## src/rtl/e_route_compute.sv

```systemverilog
// rtl/e_route_compute.sv - XY route computation and packet transfer control for the east input port
// Optional feature macro: E_ROUTE_COMPUTE_STATS_EN adds the pkt_count_o completed-packet counter.
module e_route_compute #(
  parameter int DATA_WIDTH  = 32,
  parameter int COORD_WIDTH = 2,
  parameter int LEN_WIDTH   = 4,
  parameter int LOCAL_X     = 0,
  parameter int LOCAL_Y     = 0
) (
  input  logic                  clk,
  input  logic                  reset,
  input  logic                  ib_empty_i,
  input  logic [DATA_WIDTH-1:0] ib_data_i,
  input  logic                  out_ready_i,
  output logic                  ib_read_o,
  output logic [2:0]            nhr_address_o,
  output logic                  nhr_write_o,
  output logic                  pt_almost_done_o,
  output logic                  busy_o
`ifdef E_ROUTE_COMPUTE_STATS_EN
  ,
  output logic [15:0]           pkt_count_o
`endif
);

  localparam int HDR_W = 2*COORD_WIDTH + LEN_WIDTH;

  localparam logic [2:0] PORT_LOCAL = 3'b000;
  localparam logic [2:0] PORT_NORTH = 3'b001;
  localparam logic [2:0] PORT_SOUTH = 3'b010;
  localparam logic [2:0] PORT_NONE  = 3'b011;
  localparam logic [2:0] PORT_EAST  = 3'b100;
  localparam logic [2:0] PORT_WEST  = 3'b101;

  typedef enum logic [1:0] {IDLE, ROUTE, XFER} state_t;

  state_t                 state_q, state_d;
  logic [COORD_WIDTH-1:0] hdr_x, hdr_y;
  logic [LEN_WIDTH-1:0]   hdr_len;
  logic [LEN_WIDTH-1:0]   len_q;
  logic [LEN_WIDTH-1:0]   cnt_q;
  logic [2:0]             addr_q;
  logic [2:0]             route_d;
  logic                   capture;
  logic                   pop;
  logic                   last_pop;
  logic                   unused_data;

  assign hdr_x   = ib_data_i[COORD_WIDTH-1:0];
  assign hdr_y   = ib_data_i[2*COORD_WIDTH-1:COORD_WIDTH];
  assign hdr_len = ib_data_i[HDR_W-1:2*COORD_WIDTH];

  // Payload bits above the header fields are carried by the crossbar, not used here.
  assign unused_data = ^ib_data_i[DATA_WIDTH-1:HDR_W];

  // Header is sampled but left in the buffer; it is popped as the first XFER flit.
  assign capture  = (state_q == IDLE) && !ib_empty_i;
  assign pop      = (state_q == XFER) && !ib_empty_i && out_ready_i;
  assign last_pop = pop && (cnt_q == LEN_WIDTH'(1));

  assign nhr_address_o = addr_q;

  // Dimension-order routing: resolve X first, then Y, else deliver locally.
  always_comb begin
    route_d = PORT_LOCAL;
    if (hdr_x > COORD_WIDTH'(LOCAL_X))      route_d = PORT_EAST;
    else if (hdr_x < COORD_WIDTH'(LOCAL_X)) route_d = PORT_WEST;
    else if (hdr_y > COORD_WIDTH'(LOCAL_Y)) route_d = PORT_NORTH;
    else if (hdr_y < COORD_WIDTH'(LOCAL_Y)) route_d = PORT_SOUTH;
  end

  // State register.
  always_ff @(posedge clk or posedge reset) begin
    if (reset) state_q <= IDLE;
    else       state_q <= state_d;
  end

  // Next-state logic.
  always_comb begin
    state_d = state_q;
    case (state_q)
      IDLE:    if (capture)  state_d = ROUTE;
      ROUTE:                 state_d = XFER;
      XFER:    if (last_pop) state_d = IDLE;
      default:               state_d = IDLE;
    endcase
  end

  // Outputs decoded from state and counter.
  always_comb begin
    ib_read_o        = pop;
    nhr_write_o      = (state_q == ROUTE);
    pt_almost_done_o = (state_q == XFER) && (cnt_q == LEN_WIDTH'(1));
    busy_o           = (state_q != IDLE);
  end

  // Route/length capture and remaining-flit counter; a zero length still moves the header.
  always_ff @(posedge clk or posedge reset) begin
    if (reset) begin
      addr_q <= PORT_NONE;
      len_q  <= '0;
      cnt_q  <= '0;
    end else begin
      if (capture) begin
        addr_q <= route_d;
        len_q  <= hdr_len;
      end else if (last_pop) begin
        addr_q <= PORT_NONE;
      end
      if (state_q == ROUTE)
        cnt_q <= (len_q == '0) ? LEN_WIDTH'(1) : len_q;
      else if (pop && (cnt_q > LEN_WIDTH'(1)))
        cnt_q <= cnt_q - LEN_WIDTH'(1);
    end
  end

`ifdef E_ROUTE_COMPUTE_STATS_EN
  // Completed-packet counter, wraps at 16 bits.
  always_ff @(posedge clk or posedge reset) begin
    if (reset)         pkt_count_o <= '0;
    else if (last_pop) pkt_count_o <= pkt_count_o + 16'd1;
  end
`endif

endmodule

```

## config.mk

```make
export PLATFORM = sky130hd
export DESIGN_NAME = e_route_compute
export DESIGN_NICKNAME = d
export VERILOG_FILES = /design/src/rtl/e_route_compute.sv
export SDC_FILE = /design/constraint.sdc
export NUM_CORES = 1
export LEC_CHECK = 0
export BUFFER_PORTS_ARGS = -buffer_cell sky130_fd_sc_hd__buf_2
export CAP_MARGIN = 20
export CORE_MARGIN = 1
export CORE_UTILIZATION = 43
export CTS_CLUSTER_DIAMETER = 50
export DETAILED_ROUTE_END_ITERATION = 6
export PLACE_DENSITY_LB_ADDON = 0.3
export SLEW_MARGIN = 20
export SYNTH_ARGS = -nofsm -noshare
export SYNTH_HDL_FRONTEND = slang
export SYNTH_SLANG_ARGS = --single-unit
```

## constraint.sdc

```tcl
create_clock -name clk -period 3.4 [get_ports clk]
set_input_delay 0.68 -clock clk [delete_from_list [all_inputs] [get_ports clk]]
set_output_delay 0.68 -clock clk [all_outputs]
set_load 0.01 [all_outputs]
```

Word-level counts from Yosys, hierarchy flattened

Cells that the tools add are included.
Widths: inputs -> output; s select.

Flip-flop bits (word level): 13
Bits in latches: 0
Memory bits (writable): 0
ROM bits: 0
Input port bits: 36
Logic and storage cells: 40
Memories: 0

Add/sub/neg operators: 1
$mul: 0
Div/mod/pow operators: 0
$lt $le $gt $ge: 5
Equal/unequal tests: 5
Shift-type cells: 0
Muxes and demuxes: 12
Bitwise logic cells: 0
Reduce and logical (&&, ||, !) cells: 13

Operators by type and width:

| kind                | number |
|---|---|
| $mux 3              | 4 |
| $mux 4              | 3 |
| $mux 2              | 4 |
| $logic_and 1x1->1   | 6 |
| $pmux 2 s3          | 1 |
| $reduce_bool 2->1   | 3 |
| $eq 4x1->1 const B  | 1 |
| $gt 2x1->1 const B  | 2 |
| $gt 4x1->1 const B  | 1 |
| $logic_not 4->1     | 1 |
| $lt 2x1->1 const B  | 2 |
| $ne 2x2->1 const B  | 2 |
| $sub 4x1->4 const B | 1 |
| $eq 2x1->1 const B  | 1 |
| $eq 2x2->1 const B  | 1 |
| $logic_not 2->1     | 1 |
| $reduce_and 2->1    | 1 |
| $logic_not 1->1     | 1 |

Depth between registers and ports, before layout

Gate-level depths: netlist of the first run.

Word-level depth: 6
Depth in mapped cells: 6
Mapped depth without buffers: 6

Worst setup path after synthesis of the first run

OpenSTA, ideal clock, no wires.

Kind: in2out
Start: input port ib_empty_i
End: output port ib_read_o
Arrival time: 1005 ps
Data required time: 2720 ps
Setup slack: 1715 ps
Cell stages on the path: 1
Buffers on the path: 0
Path through: and4bb_4

Longest elaborated chain between the ends: 3

Ends and longest elaborated chain:

| item                           | line | text |
|---|---|---|
| from (decl)                    | 12   | `input logic ib_empty_i,` |
| $logic_not 1->1                | 58   | `assign pop = (state_q == XFER) && !ib_empty_i && out_ready_i;` |
| $logic_and 1x1->1 (2 in a row) | 58   |  |
| to (decl)                      | 15   | `output logic ib_read_o,` |

Every way passes these cells.

Worst setup path in the final report of the first run

Same ends and word-level chain as after synthesis.

==> flow_summary.json, run 1 <==
{
  "clock-sinks": 13,
  "synth-seq-cells": 13,
  "vdd_drop_max_mv": 0.433,
  "max_freq_mhz": 506,
  "slowest_stage": "and4bb_4",
  "grt_util_all_layers_pct": 15.6,
  "numCtsBuffers": 3,
  "slew_headroom_pct": 68.3,
  "worstSetupStartpointType": "input port",
  "cp.arrival_ns": 1.30,
  "routedWlPerCell_um": 11.8,
  "syn-mean-instance-area_um2": 10.9,
  "synthArstFlopShare_pct": 100,
  "critPathMaxFanout": 5,
  "cp_top_family": "simple AND/OR/NAND/NOR gates",
  "crit_path_end_kind": "primary output",
  "dp.final_hpwl_um": 925,
  "wl_um": 1170,
  "core_area_um2": 1380,
  "via_per_inst": 5.26,
  "worst_pin_slew_ns": 0.476,
  "ctsResizeCount": 0,
  "start_util_pct": 48.9,
  "ys_types": 23,
  "slew_viol_final": 0,
  "insertion_delay_ns": 0.28,
  "syn_inst": 62,
  "synth_area_um2": 676,
  "reg2reg_from": "cnt_q[0]",
  "cp-startpoint": "ib_empty_i",
  "synth_edf_count": 0,
  "cts_tree": "done",
  "num_vias": 521,
  "slowest_delay_ns": 0.34,
  "antenna_found_initial": 0,
  "final_cell_mix": "buf_2, dfrtp_1, nor2_1",
  "maxCapViolations": 0,
  "dieWidth_um": 41.6,
  "placedCellCount": 95,
  "synth_nets": 100,
  "post_cts_buffers": 0,
  "fin_util_pct": 58.6,
  "finalHoldViolations": 0,
  "rows": 13,
  "status": "completed",
  "hold_buffers": 0,
  "die-area_um2": 1730,
  "grt_pass1_wl_um": 2060,
  "finalSetupTns_ns": 0,
  "grt_overflow": 0,
  "layout_commonest_cell": "buf_2",
  "crit_required_ns": 2.72,
  "clk_pin_slew_ns": 0.08,
  "ant_nets": 0,
  "gp_congestion": 0.764,
  "period_needed_ns": 1.98,
  "fin_worst_skew_ns": 0.000783,
  "finalSetupViolations": 0,
  "report.power.total_uw": 670,
  "drtPass1Iterations": 4,
  "period_share_pct": 58.2,
  "ioPinCount": 43,
  "crit_type": "in -> out",
  "nNetsFinal": 123,
  "ys_warn_count": 0,
  "diodes": 0,
  "die_y_um": 41.6,
  "ys_seq_area_share_pct": 48.5,
  "rsz0062_at_grt": "no",
  "synth-main-ff-cell": "dfrtp_1",
  "cts_buffer_depth": 2,
  "drc": 0,
  "min_path_type": "in -> async",
  "grt_start_max_net_pins": 14,
  "power.density_nw_per_um2": 826,
  "crit_path_cell_trace": "buf_2 > and4bb_4 > buf_2",
  "grt_pass1_vias": 509,
  "port_buffers": 18,
  "htree_levels": 1,
  "dr.first_iter.drc_count": 12,
  "drive_gt1_share_pct": 44.0,
  "syn_to_final_growth_pct": 20.0,
  "cpMostUsedCell": "buf_2",
  "path_buf_inv": 2,
  "clock-root-buffer": "clkbuf_4",
  "leakagePower_nw": 0.384,
  "final-instance-count-excl-fill": 99
}
## sequential cells by signal (all words and copies together), names as in the netlist
register and flops:
state_q 2, nhr_address_o 3, cnt_q 4, len_q 4
## cells in the mapped netlist (2+ instances only)
library cell	instances	area, um^2
nor3_1	4	20.0
a21oi_1	2	10.0
nand2b_1	3	18.8
dfstp_2	2	52.6
mux2_2	4	45.0
ha_1	2	25.0
inv_1	4	15.0
nor2_1	8	30.0
nor3_2	2	20.0
o21ai_0	4	20.0
nand2_1	4	15.0
a211oi_2	2	25.0
dfrtp_1	11	275
## per-layer routing
metal	track usage, %	part of all wire (%)	up-vias
li1	-	-	258
met1	18.6	46	244
met2	25.0	48	14
met3	4.35	3.9	5
met4	9.03	1.9	0
met5	0	0	-
## worst reg2reg max path: stages (launching register included)
cell      delay [ns]
dfrtp_1         0.44
inv_1           0.08
ha_1            0.16
nor2_1          0.06
o31a_4          0.31
nor3_2          0.18
a211oi_2        0.06
## through the flow
stage	setup WS (ns)	hold WS (ns)	area [um^2]
2_1_floorplan	1.71	0.475	676
3_3_place_gp	1.43	0.485	785
3_5_place_dp	1.41	0.489	785
4_1_cts	1.42	0.417	811
5_1_grt	1.40	0.468	811
6_report	1.42	0.400	811
## final cells by class
| type | count | area, um^2 |
|---|---|---|
| Fill cell | 117 | 572 |
| Sequential cell | 13 | 328 |
| Multi-Input combinational cell | 44 | 328 |
| Timing Repair Buffer | 18 | 90.1 |
| Clock buffer | 4 | 26.3 |
| Inverter | 5 | 20.0 |
| Tap cell | 15 | 18.8 |
## where the power goes
| part | switching, mW | total, mW | internal (mW) |
|---|---|---|---|
| Clock | 0.0517 | 0.0973 | 0.0455 |
| Combinational | 0.143 | 0.281 | 0.138 |
| Sequential | 0.0594 | 0.292 | 0.233 |
## path summary, 6_finish.rpt
kind	cells after the start	slack, ns	to
min in group clk	2	0.50	nhr_address_o[1]
worst min register to register	2	0.50	nhr_address_o[1]
worst min-delay path	2	0.40	len_q[2]
worst max register to register	6	2.00	cnt_q[1]
max in group asynchronous	2	2.65	nhr_address_o[1]
worst max-delay path	3	1.42	ib_read_o
## kinds of logic (layout without fill, tap and decap cells)
logic type,count (synthesis),in the layout,share of synthesized area (%)
flip-flops,13,13,48.5
buffers and inverters,5,27,2.96
multiplexers,4,4,6.67
AO/OA/AOI/OAI,11,11,12.8
AND/OR/NAND/NOR,26,26,24.1
adder cells (fa/ha/maj),2,2,3.70
XOR/XNOR,1,1,1.30
Power figures use the tool's default switching activity.
==> run 2: changes to the inputs <==
CORE_UTILIZATION = 36   (was 43)
clock period = 1.6 ns   (was 3.4 ns; I/O delays follow)
==> flow_summary.json, run 2 (same netlist as run 1, synthesis figures left out) <==
{
  "crit_type": "reg -> out",
  "cp-startpoint": "state_q[0]",
  "cts_tree": "done",
  "finalHoldViolations": 0,
  "die-area_um2": 2050,
  "grt_start_max_net_pins": 14,
  "crit_path_cell_trace": "and4bb_4 > buf_2",
  "routedWlPerCell_um": 11.5,
  "ant_nets": 0,
  "grt_overflow": 0,
  "maxCapViolations": 0,
  "cp.depth": 2,
  "grt_util_all_layers_pct": 15.8,
  "core_area_um2": 1750,
  "dieWidth_um": 45.3,
  "slowest_delay_ns": 0.41,
  "insertion_delay_ns": 0.28,
  "place_area_um2": 797,
  "reg2reg_from": "state_q[1]",
  "antenna_found_initial": 0,
  "numCtsBuffers": 3,
  "diodes": 0,
  "drive_gt1_share_pct": 50.6,
  "syn_to_final_growth_pct": 25.9,
  "finalSetupTns_ns": 0,
  "hold_buffers": 0,
  "port_buffers": 18,
  "clk_pin_slew_ns": 0.08,
  "power.density_nw_per_um2": 1740,
  "rows": 15,
  "final_cell_mix": "buf_2, dfrtp_1, nor2_1",
  "cts_buffer_depth": 2,
  "cp.arrival_ns": 1.21,
  "ioPinCount": 43,
  "path_buf_inv": 1,
  "ff2ff_setup_slack_ns": 0.19,
  "slew_headroom_pct": 67.7,
  "min_path_type": "in -> async",
  "critPathMaxFanout": 5,
  "rr_worst_depth": 3,
  "design_area_um2": 851,
  "wl_um": 1270,
  "num_vias": 516,
  "leakagePower_nw": 0.391,
  "cp_top_family": "flip-flops",
  "drc": 0,
  "period_share_pct": 95.5,
  "dr.first_iter.drc_count": 9,
  "start_util_pct": 38.7,
  "vdd_drop_max_mv": 0.843,
  "worstSetupStartpointType": "flop",
  "slew_viol_final": 0,
  "grt_pass1_wl_um": 2210,
  "finalSetupViolations": 0,
  "die_y_um": 45.3,
  "clock-root-buffer": "clkbuf_4",
  "hold_slack_ns": 0.0448,
  "grt_pass1_vias": 522,
  "fin_worst_skew_ns": 0.00486,
  "setup_ws_ns": 0.0718,
  "crit_required_ns": 1.28,
  "via_per_inst": 4.69,
  "status": "completed",
  "reg2reg_to": "len_q[1]",
  "drtPass1Iterations": 2,
  "slowest_stage": "dfrtp_1",
  "gp_congestion": 0.759,
  "crit_path_end_kind": "primary output",
  "worst_pin_slew_ns": 0.485,
  "max_freq_mhz": 654,
  "nNetsFinal": 124,
  "clock-sinks": 13,
  "period_needed_ns": 1.53,
  "htree_levels": 1,
  "layout_commonest_cell": "buf_2",
  "dp.final_hpwl_um": 958,
  "endpoint": "ib_read_o",
  "preCtsSetupSlack_ns": 0.192
}
## run 2: what timing repair did
item | in CTS | in global routing
hold endpoints to repair | 0 | 0
setup endpoints to repair | 0 | 2
resized for setup | 0 | 5
buffers inserted | 0 | 1
## run 2: how the worst min path moves through the flow
stage           from       end  slack, ns
5_1_grt        reset  len_q[0]       0.08
3_5_place_dp   reset  len_q[0]       0.35
6_report       reset  len_q[0]       0.04
2_1_floorplan  reset  cnt_q[0]       0.20
4_1_cts        reset  len_q[0]       0.05
3_3_place_gp   reset  len_q[0]       0.36
## run 2: routing by layer
metal	wire (um)	vias up	global-route usage, %
li1	-	265	-
met1	535	239	16.4
met2	682	10	27.2
met3	40	2	4.80
met4	10	0	10.3
met5	0	-	0
## run 2: where the power goes
group	total (mW)	leakage, nW	internal (mW)	switching [mW]
Clock	0.203	0.0177	0.0927	0.110
Sequential	0.638	0.151	0.496	0.142
Combinational	0.639	0.223	0.322	0.317
## run 2: worst reg2reg max path, cell delays in order (launching register included)
cell and delay (ns):
dfrtp_1 0.41, or2_2 0.36, nor2_8 0.18, mux2_2 0.36
## run 2: area by class of cell
class                      instances  area (um^2)
timing repair buffer              19         97.6
fill                             171          895
sequential                        13          329
multi-input combinational         44          345
clock buffer                       3         22.5
tap                               25         31.3
clock inverter                     1         5.00
inverter                           5         20.0
## run 2: per-stage QoR
step / util, % / power, mW / cells
6_report: 48.7 / 1.48 / 110
5_1_grt: 48.7 / 1.61 / 110
4_1_cts: 47.2 / 1.45 / 109
3_5_place_dp: 45.7 / 1.24 / 105
3_3_place_gp: 45.7 / 1.22 / 105
2_1_floorplan: - / 1.07 / 62
